==> src/rtl/mux3_arbiter.sv <==
`default_nettype none
// ============================================================================
// mux3_arbiter : round-robin arbiter with bounded hold for the mux3 bus select
// Revision 1.0 : initial release
// ============================================================================
module mux3_arbiter #(
   parameter int unsigned MAX_HOLD = 4
) (
   input  logic       clk,
   input  logic       rst_n,
   input  logic [7:0] req_i,
   output logic [7:0] grant_o,
   output logic [2:0] sel_o,
   output logic       busy_o,
   output logic       preempt_o
);

   localparam logic [7:0] HOLD_LIM = 8'(MAX_HOLD - 1);

   typedef enum logic {
      S_IDLE = 1'b0,
      S_OWN  = 1'b1
   } state_e;

   state_e     state_q, state_d;
   logic [7:0] grant_q, grant_d;
   logic [2:0] sel_q, sel_d;
   logic [2:0] ptr_q, ptr_d;
   logic [7:0] hold_q, hold_d;
   logic       busy_q, busy_d;
   logic       preempt_q, preempt_d;

   logic [7:0] cand;
   logic [2:0] win;
   logic [2:0] idx;
   logic       found;
   logic       owner_req;
   logic       others;
   logic       do_preempt;

   // Current owner never competes in the scan; on release its bit is low anyway
   always_comb begin
      cand  = req_i & ~grant_q;
      win   = 3'd0;
      idx   = 3'd0;
      found = 1'b0;
      for (int i = 0; i < 8; i++) begin
         idx = ptr_q + 3'(i);
         if (!found && cand[idx]) begin
            win   = idx;
            found = 1'b1;
         end
      end
   end

   assign owner_req  = |(req_i & grant_q);
   assign others     = |cand;
   assign do_preempt = (state_q == S_OWN) && owner_req && others &&
                       (MAX_HOLD != 0) && (hold_q == HOLD_LIM);

   always_comb begin
      state_d   = state_q;
      grant_d   = grant_q;
      sel_d     = sel_q;
      ptr_d     = ptr_q;
      hold_d    = hold_q;
      preempt_d = 1'b0;
      if (((state_q == S_IDLE) && found) ||
          ((state_q == S_OWN) && !owner_req && found) || do_preempt) begin
         state_d   = S_OWN;
         grant_d   = 8'(1) << win;
         sel_d     = win;
         ptr_d     = win + 3'd1;
         hold_d    = 8'd0;
         preempt_d = do_preempt;
      end else if ((state_q == S_OWN) && !owner_req) begin
         state_d = S_IDLE;
         grant_d = 8'd0;
         hold_d  = 8'd0;
      end else if (state_q == S_OWN) begin
         // Hold time only accrues while someone else is waiting
         if (others)
            hold_d = (hold_q == HOLD_LIM) ? hold_q : hold_q + 8'd1;
         else
            hold_d = 8'd0;
      end
      busy_d = |grant_d;
   end

   always_ff @(posedge clk or negedge rst_n) begin
      if (!rst_n) begin
         state_q   <= S_IDLE;
         grant_q   <= 8'd0;
         sel_q     <= 3'd0;
         ptr_q     <= 3'd0;
         hold_q    <= 8'd0;
         busy_q    <= 1'b0;
         preempt_q <= 1'b0;
      end else begin
         state_q   <= state_d;
         grant_q   <= grant_d;
         sel_q     <= sel_d;
         ptr_q     <= ptr_d;
         hold_q    <= hold_d;
         busy_q    <= busy_d;
         preempt_q <= preempt_d;
      end
   end

   assign grant_o   = grant_q;
   assign sel_o     = sel_q;
   assign busy_o    = busy_q;
   assign preempt_o = preempt_q;

endmodule
`default_nettype wire
==> config.mk <==
export PLATFORM = sky130hd
export DESIGN_NAME = mux3_arbiter
export DESIGN_NICKNAME = d
export VERILOG_FILES = /design/src/rtl/mux3_arbiter.sv
export SDC_FILE = /design/constraint.sdc
export NUM_CORES = 1
export LEC_CHECK = 0
export BUFFER_PORTS_ARGS = -buffer_cell sky130_fd_sc_hd__buf_4
export CAP_MARGIN = 20
export CORE_MARGIN = 4
export CORE_UTILIZATION = 60
export DETAILED_ROUTE_END_ITERATION = 10
export PLACE_DENSITY_LB_ADDON = 0.1
export SLEW_MARGIN = 20
export SYNTH_ARGS = -nofsm -noshare
export SYNTH_HDL_FRONTEND = slang
export SYNTH_SLANG_ARGS = --single-unit
==> constraint.sdc <==
create_clock -name clk -period 4.7 [get_ports clk]
set_clock_uncertainty 0.05 [all_clocks]
set_input_delay 0.47 -clock clk [delete_from_list [all_inputs] [get_ports clk]]
set_output_delay 0.47 -clock clk [all_outputs]
set_load 0.01 [all_outputs]
Word level (Yosys, flattened, before mapping)
Index checks and enable logic that the tools add are counted.
{"block": "op_classes", "magnitude_cmp": 8, "addsub": 9, "n_eq_ne": 2, "shifts": 1, "muxes": 42, "bitwise_logic": 4, "reduce_logical": 29}
{"operator": "$mux W8", "count": 7}
{"operator": "$lt A3 B4 Y1 const B", "count": 8}
{"operator": "$bmux W1 S3", "count": 8}
{"operator": "$mux W3", "count": 8}
{"operator": "$reduce_or A8 Y1", "count": 3}
{"operator": "$mux W1", "count": 19}
{"operator": "$and A8 B8 Y8", "count": 2}
{"operator": "$logic_and A1 B1 Y1", "count": 13}
{"operator": "$add A3 B3 Y3 const B", "count": 4}
{"operator": "$add A8 B1 Y8 const B", "count": 1}
{"operator": "$eq A8 B2 Y1 const B", "count": 1}
{"operator": "$logic_not A1 Y1", "count": 8}
{"operator": "$not A8 Y8", "count": 1}
{"operator": "$shl A1 B3 Y8 const A", "count": 1}
{"operator": "$add A3 B1 Y3 const B", "count": 2}
{"operator": "$add A3 B2 Y3 const B", "count": 2}
{"operator": "$ne A4 B2 Y1 const B", "count": 1}
{"operator": "$reduce_bool A3 Y1", "count": 1}
{"operator": "$logic_or A1 B1 Y1", "count": 2}
{"operator": "$reduce_and A2 Y1", "count": 1}
{"operator": "$reduce_bool A2 Y1", "count": 1}
{"operator": "$not A1 Y1", "count": 1}
{"block": "word_totals", "inputBits": 10, "ff_bits": 25, "word_cells": 102, "out_inout_bits": 13}

Logic depth before layout (Yosys ltp)
{"block": "logic_depth", "depth_word": 31, "ltp_mapped": 15, "depth_no_buf": 14}

Worst setup path after synthesis
Ideal clock, no wire load.
{"block": "synth_path", "kind": "flip-flop to flip-flop", "start": "register ptr_q[1]", "end": "register busy_q (netlist: busy_o)", "t_arrival_ns": 3.421, "required_ns": 4.520, "setup_ns": 0.130, "period_less_slack_ns": 3.602, "path_buffers": 1, "slack_ns": 1.098, "path_stages_with_launch": 16, "cell_sequence": "dfrtp_1 > clkbuf_8 > clkinv_1 > ha_1 > xnor2_4 > mux4_2 > mux2i_4 > o41ai_2 > o21a_1 > a211oi_2 > inv_1 > ha_1 > ha_1 > or4_1 > a22oi_1 > o21ai_0"}
{"block": "synth_via", "elab_cells_between_ends": 60, "classes_between": "add/sub (7); shift (1); mux (33); reduce/logical (19)"}
{"element": "from (decl)", "line_no": "28", "source": "logic [2:0] ptr_q, ptr_d;"}
{"element": "from (signal assigned)", "line_no": "103", "source": "ptr_q <= ptr_d;"}
{"element": "parallel branches: the longest is 23 deep, another holds $add A3 B1 Y3"}
{"element": "$mux W3 *", "line_no": "49", "source": "if (!found && cand[idx]) begin"}
{"element": "named net win[1]", "line_no": "34", "source": "logic [2:0] win;"}
{"element": "$shl A1 B3 Y8 *", "line_no": "71", "source": "grant_d = 8'(1) << win;"}
{"element": "$mux W8 *", "line_no": "68", "source": "if (((state_q == S_IDLE) && found) ||"}
{"element": "$reduce_or A8 Y1 *", "line_no": "87", "source": "busy_d = |grant_d;"}
{"element": "named net busy_d", "line_no": "30", "source": "logic busy_q, busy_d;"}
{"element": "to (signal assigned)", "line_no": "105", "source": "busy_q <= busy_d;"}
{"element": "to (decl)", "line_no": "30"}
Mark *: on every way through the listed nets, which the timed path passes. The select of a mux whose other input is x is not followed.
A chain may end at the register's enable or synchronous reset.

Worst setup path after layout
Same ends and word-level chain as after synthesis.

==> metrics.txt <==
status=complete, no violations; switching share of power=49.6%; Worst Path Max Fanout=8; proportion of netlist area held by the largest area contributor=25.2%; row cnt=23; Max Cap Viol=0; CTS Sinks=25; GRT Resource Usage Total=between 20% and 30%; synthesized flop and latch total=25; HP Class=in2async; sequential share of power=16.7%; grt total ovfl=0; post-CTS setup buffer count=0; Initial Util=62.2%; H-tree depth=1; post-route ant nets=0; residual DRC count=0; FMAX=0.256 GHz; Most used DFF post-synth=dfrtp_1; largest net degree at the start of global routing=26; Worst Setup End Kind=register; Worst Setup Start Kind=register; Pint=approximately 1.1 mW; Max VDD drop=between 0.0005 and 0.0006 V; final worst path period share=between 80% and 90%; fill count=340; Slew @ Worst Pin=just under 0.7 ns; die area=0.00524 mm2; Clk pwr share=5.6%; max-slew violation count=0; CTS Root Cell=clkbuf_8; Async S/R FF share, synth=100%; Placer Congestion=0.995; Layout Nets=between 200 and 300; Clock Tree Buf Depth=2; sequential area share after synthesis=between 20% and 30%; setup_tns=0 ns; n_diodes=0; area of the mapped netlist=between 0.002 and 0.0025 mm2; synth unique cells=between 60 and 70; main area contributors after synthesis=dfrtp_1 (25%), mux4_2 (9.1%), mux4_1 (5.3%), ha_1 (4.0%), o21ai_0 (3.6%); Syn Area/Cell=approximately 10 um2; PortBufs=22; CP arrival=approximately 4 ns; RSZ-0062 raised after global routing=no; WL final=between 5 and 6 mm; detail-routed via count per cell=approximately 6.6; endpoints failing setup=0; relative slew slack=between 50% and 60%; drt first-iter violations=171; CTS tree=built; Post-Synthesis Net Count=263; hpwl dp=4.39 mm; final hold violations=0; post_cts resized=0; chip height=72.4 um; Core Area=~0.004 mm2; Yosys Warn Count=0; total CTS buffers=3; share of cells above drive strength 1=approximately a quarter; Sw Pwr=roughly 1.1 mW; Comb pwr share=77.7%; P&R area growth vs syn=7.00%; Vias=roughly 2100; vias in the first global route=approximately 1900; min cycle time layout=between 3 and 4 ns; number of flops mapped to enable cells by yosys=0; io pins=23; Worst Path Required=between 4 and 5 ns; initial antenna violation count=0; Leak=~1.1 nW; Die Span X=roughly 72 um; hold buffer count at CTS=0; cell taking the most area after synthesis=dfrtp_1; Layout Utilization=66.5%; PwrDens=839 mW/mm2; Reg clk slew, reported paths=approximately 0.080 ns; first-pass GRT wire length=9.95 mm; critical path type=reg2reg; worst skew pair latency=between 0.2 and 0.3 ns; Syn Inst Count=between 200 and 250; routed length per instance=between 15 and 20 um; Initial DRT Pass Iterations=4
## cells in the final DEF (no fill, tap or decap), types with 3 or more instances in the layout
master     instances
mux2i_1            8
nor2b_1            6
buf_4             25
or3_1              5
nand2b_1           4
dfrtp_1           25
o21ai_0           18
or2_2              3
ha_1               8
inv_1              4
mux4_2            10
mux4_1             5
nor4_1             4
nand4_1            3
o2111ai_1          3
nand3b_1           4
mux2i_4            3
nand3_1            3
a21oi_1           16
nand2_1           16
clkbuf_8           3
nor2_1            24
nand2b_2           3
and2_1             6
a32o_1             3
a22oi_1            5
## per-stage QoR
stage / setup WS (ns) / total power [mW] / hold WS [ns] / cells / instance area (um2)
3_3_place_gp: 0.822 / 2.09 / 0.338 / 308 / 2620
3_5_place_dp: 0.796 / 2.09 / 0.335 / 308 / 2620
2_1_floorplan: 1.10 / 1.80 / 0.124 / 245 / 2490
6_report: 0.794 / 2.23 / 0.0386 / 312 / 2660
5_1_grt: 0.440 / 2.44 / 0.0560 / 312 / 2660
4_1_cts: 0.765 / 2.23 / 0.0484 / 312 / 2660
## path summary, 6_finish.rpt
check | from | cells after the start | slack [ns] | endpoint
min in group clk | sel_o[0] | 1 | 0.49 | sel_o[0]
min | rst_n | 1 | 0.04 | preempt_o
max in group asynchronous | rst_n | 1 | 4.32 | state_q
max reg2reg | ptr_q[1] | 13 | 0.79 | busy_o
min reg2reg | sel_o[0] | 1 | 0.49 | sel_o[0]
max | ptr_q[1] | 13 | 0.79 | busy_o
## cell type report
class | count | area (um2) | share of cell area (%)
tap | 50 | 62.6 | 2.35
clock buffer | 4 | 45.0 | 1.69
multi-input combinational | 201 | 1700 | 63.9
sequential | 25 | 626 | 23.5
timing repair buffer | 25 | 188 | 7.06
inverter | 7 | 38.8 | 1.46
## cell families (layout without fill, tap and decap cells)
kind of cell	Yosys count	after routing	synth area share (%)
compound gates	65	65	18.1
xor+xnor	3	3	2.11
fa+ha+maj	8	8	4.03
buf+inv	19	36	6.44
flops	25	25	25.2
mux	28	28	21.2
simple gates	97	97	22.9
## critical path, stage by stage (launching register included)
cell,delay (ns)
dfrtp_1,0.35
clkinv_1,0.24
ha_1,0.60
mux4_2,0.37
mux2i_1,0.24
nor4_1,0.08
a211o_2,0.32
a211oi_2,0.36
inv_1,0.12
ha_1,0.24
ha_1,0.19
or4_1,0.39
a22oi_1,0.13
o21ai_0,0.10
## cell usage after synthesis (5+ instances only)
master	count
ha_1	8
a21oi_1	16
or3_1	5
nand2_1	16
o21ai_0	18
nor2_1	24
a22oi_1	5
dfrtp_1	25
buf_6	5
mux4_1	5
and2_1	6
mux4_2	10
mux2i_1	8
nor2b_1	6
## registers in the layout, indices dropped and copies added, names as in the netlist
name	flops
grant_o	8
hold_q	8
ptr_q	3
sel_o	3
busy_o	1
preempt_o	1
state_q	1
## metal layers
metal | up-vias | global-route usage (%) | part of all wire [%]
met1 | 1015 | 34.8 | 45
li1 | 975 | - | -
met5 | - | 0 | 0
met2 | 62 | 39.5 | 49
met3 | 10 | 1.39 | 4.5
met4 | 0 | 5.53 | 1.5
## power groups by stage
stage	logic, mW	registers [mW]	clock network (mW)
floorplan	1.45	0.344	0
global placement	1.71	0.376	0
detailed placement	1.71	0.377	0
CTS	1.73	0.374	0.127
global route	1.92	0.386	0.133
finish	1.73	0.373	0.124
(Power assumes the default switching activity.)
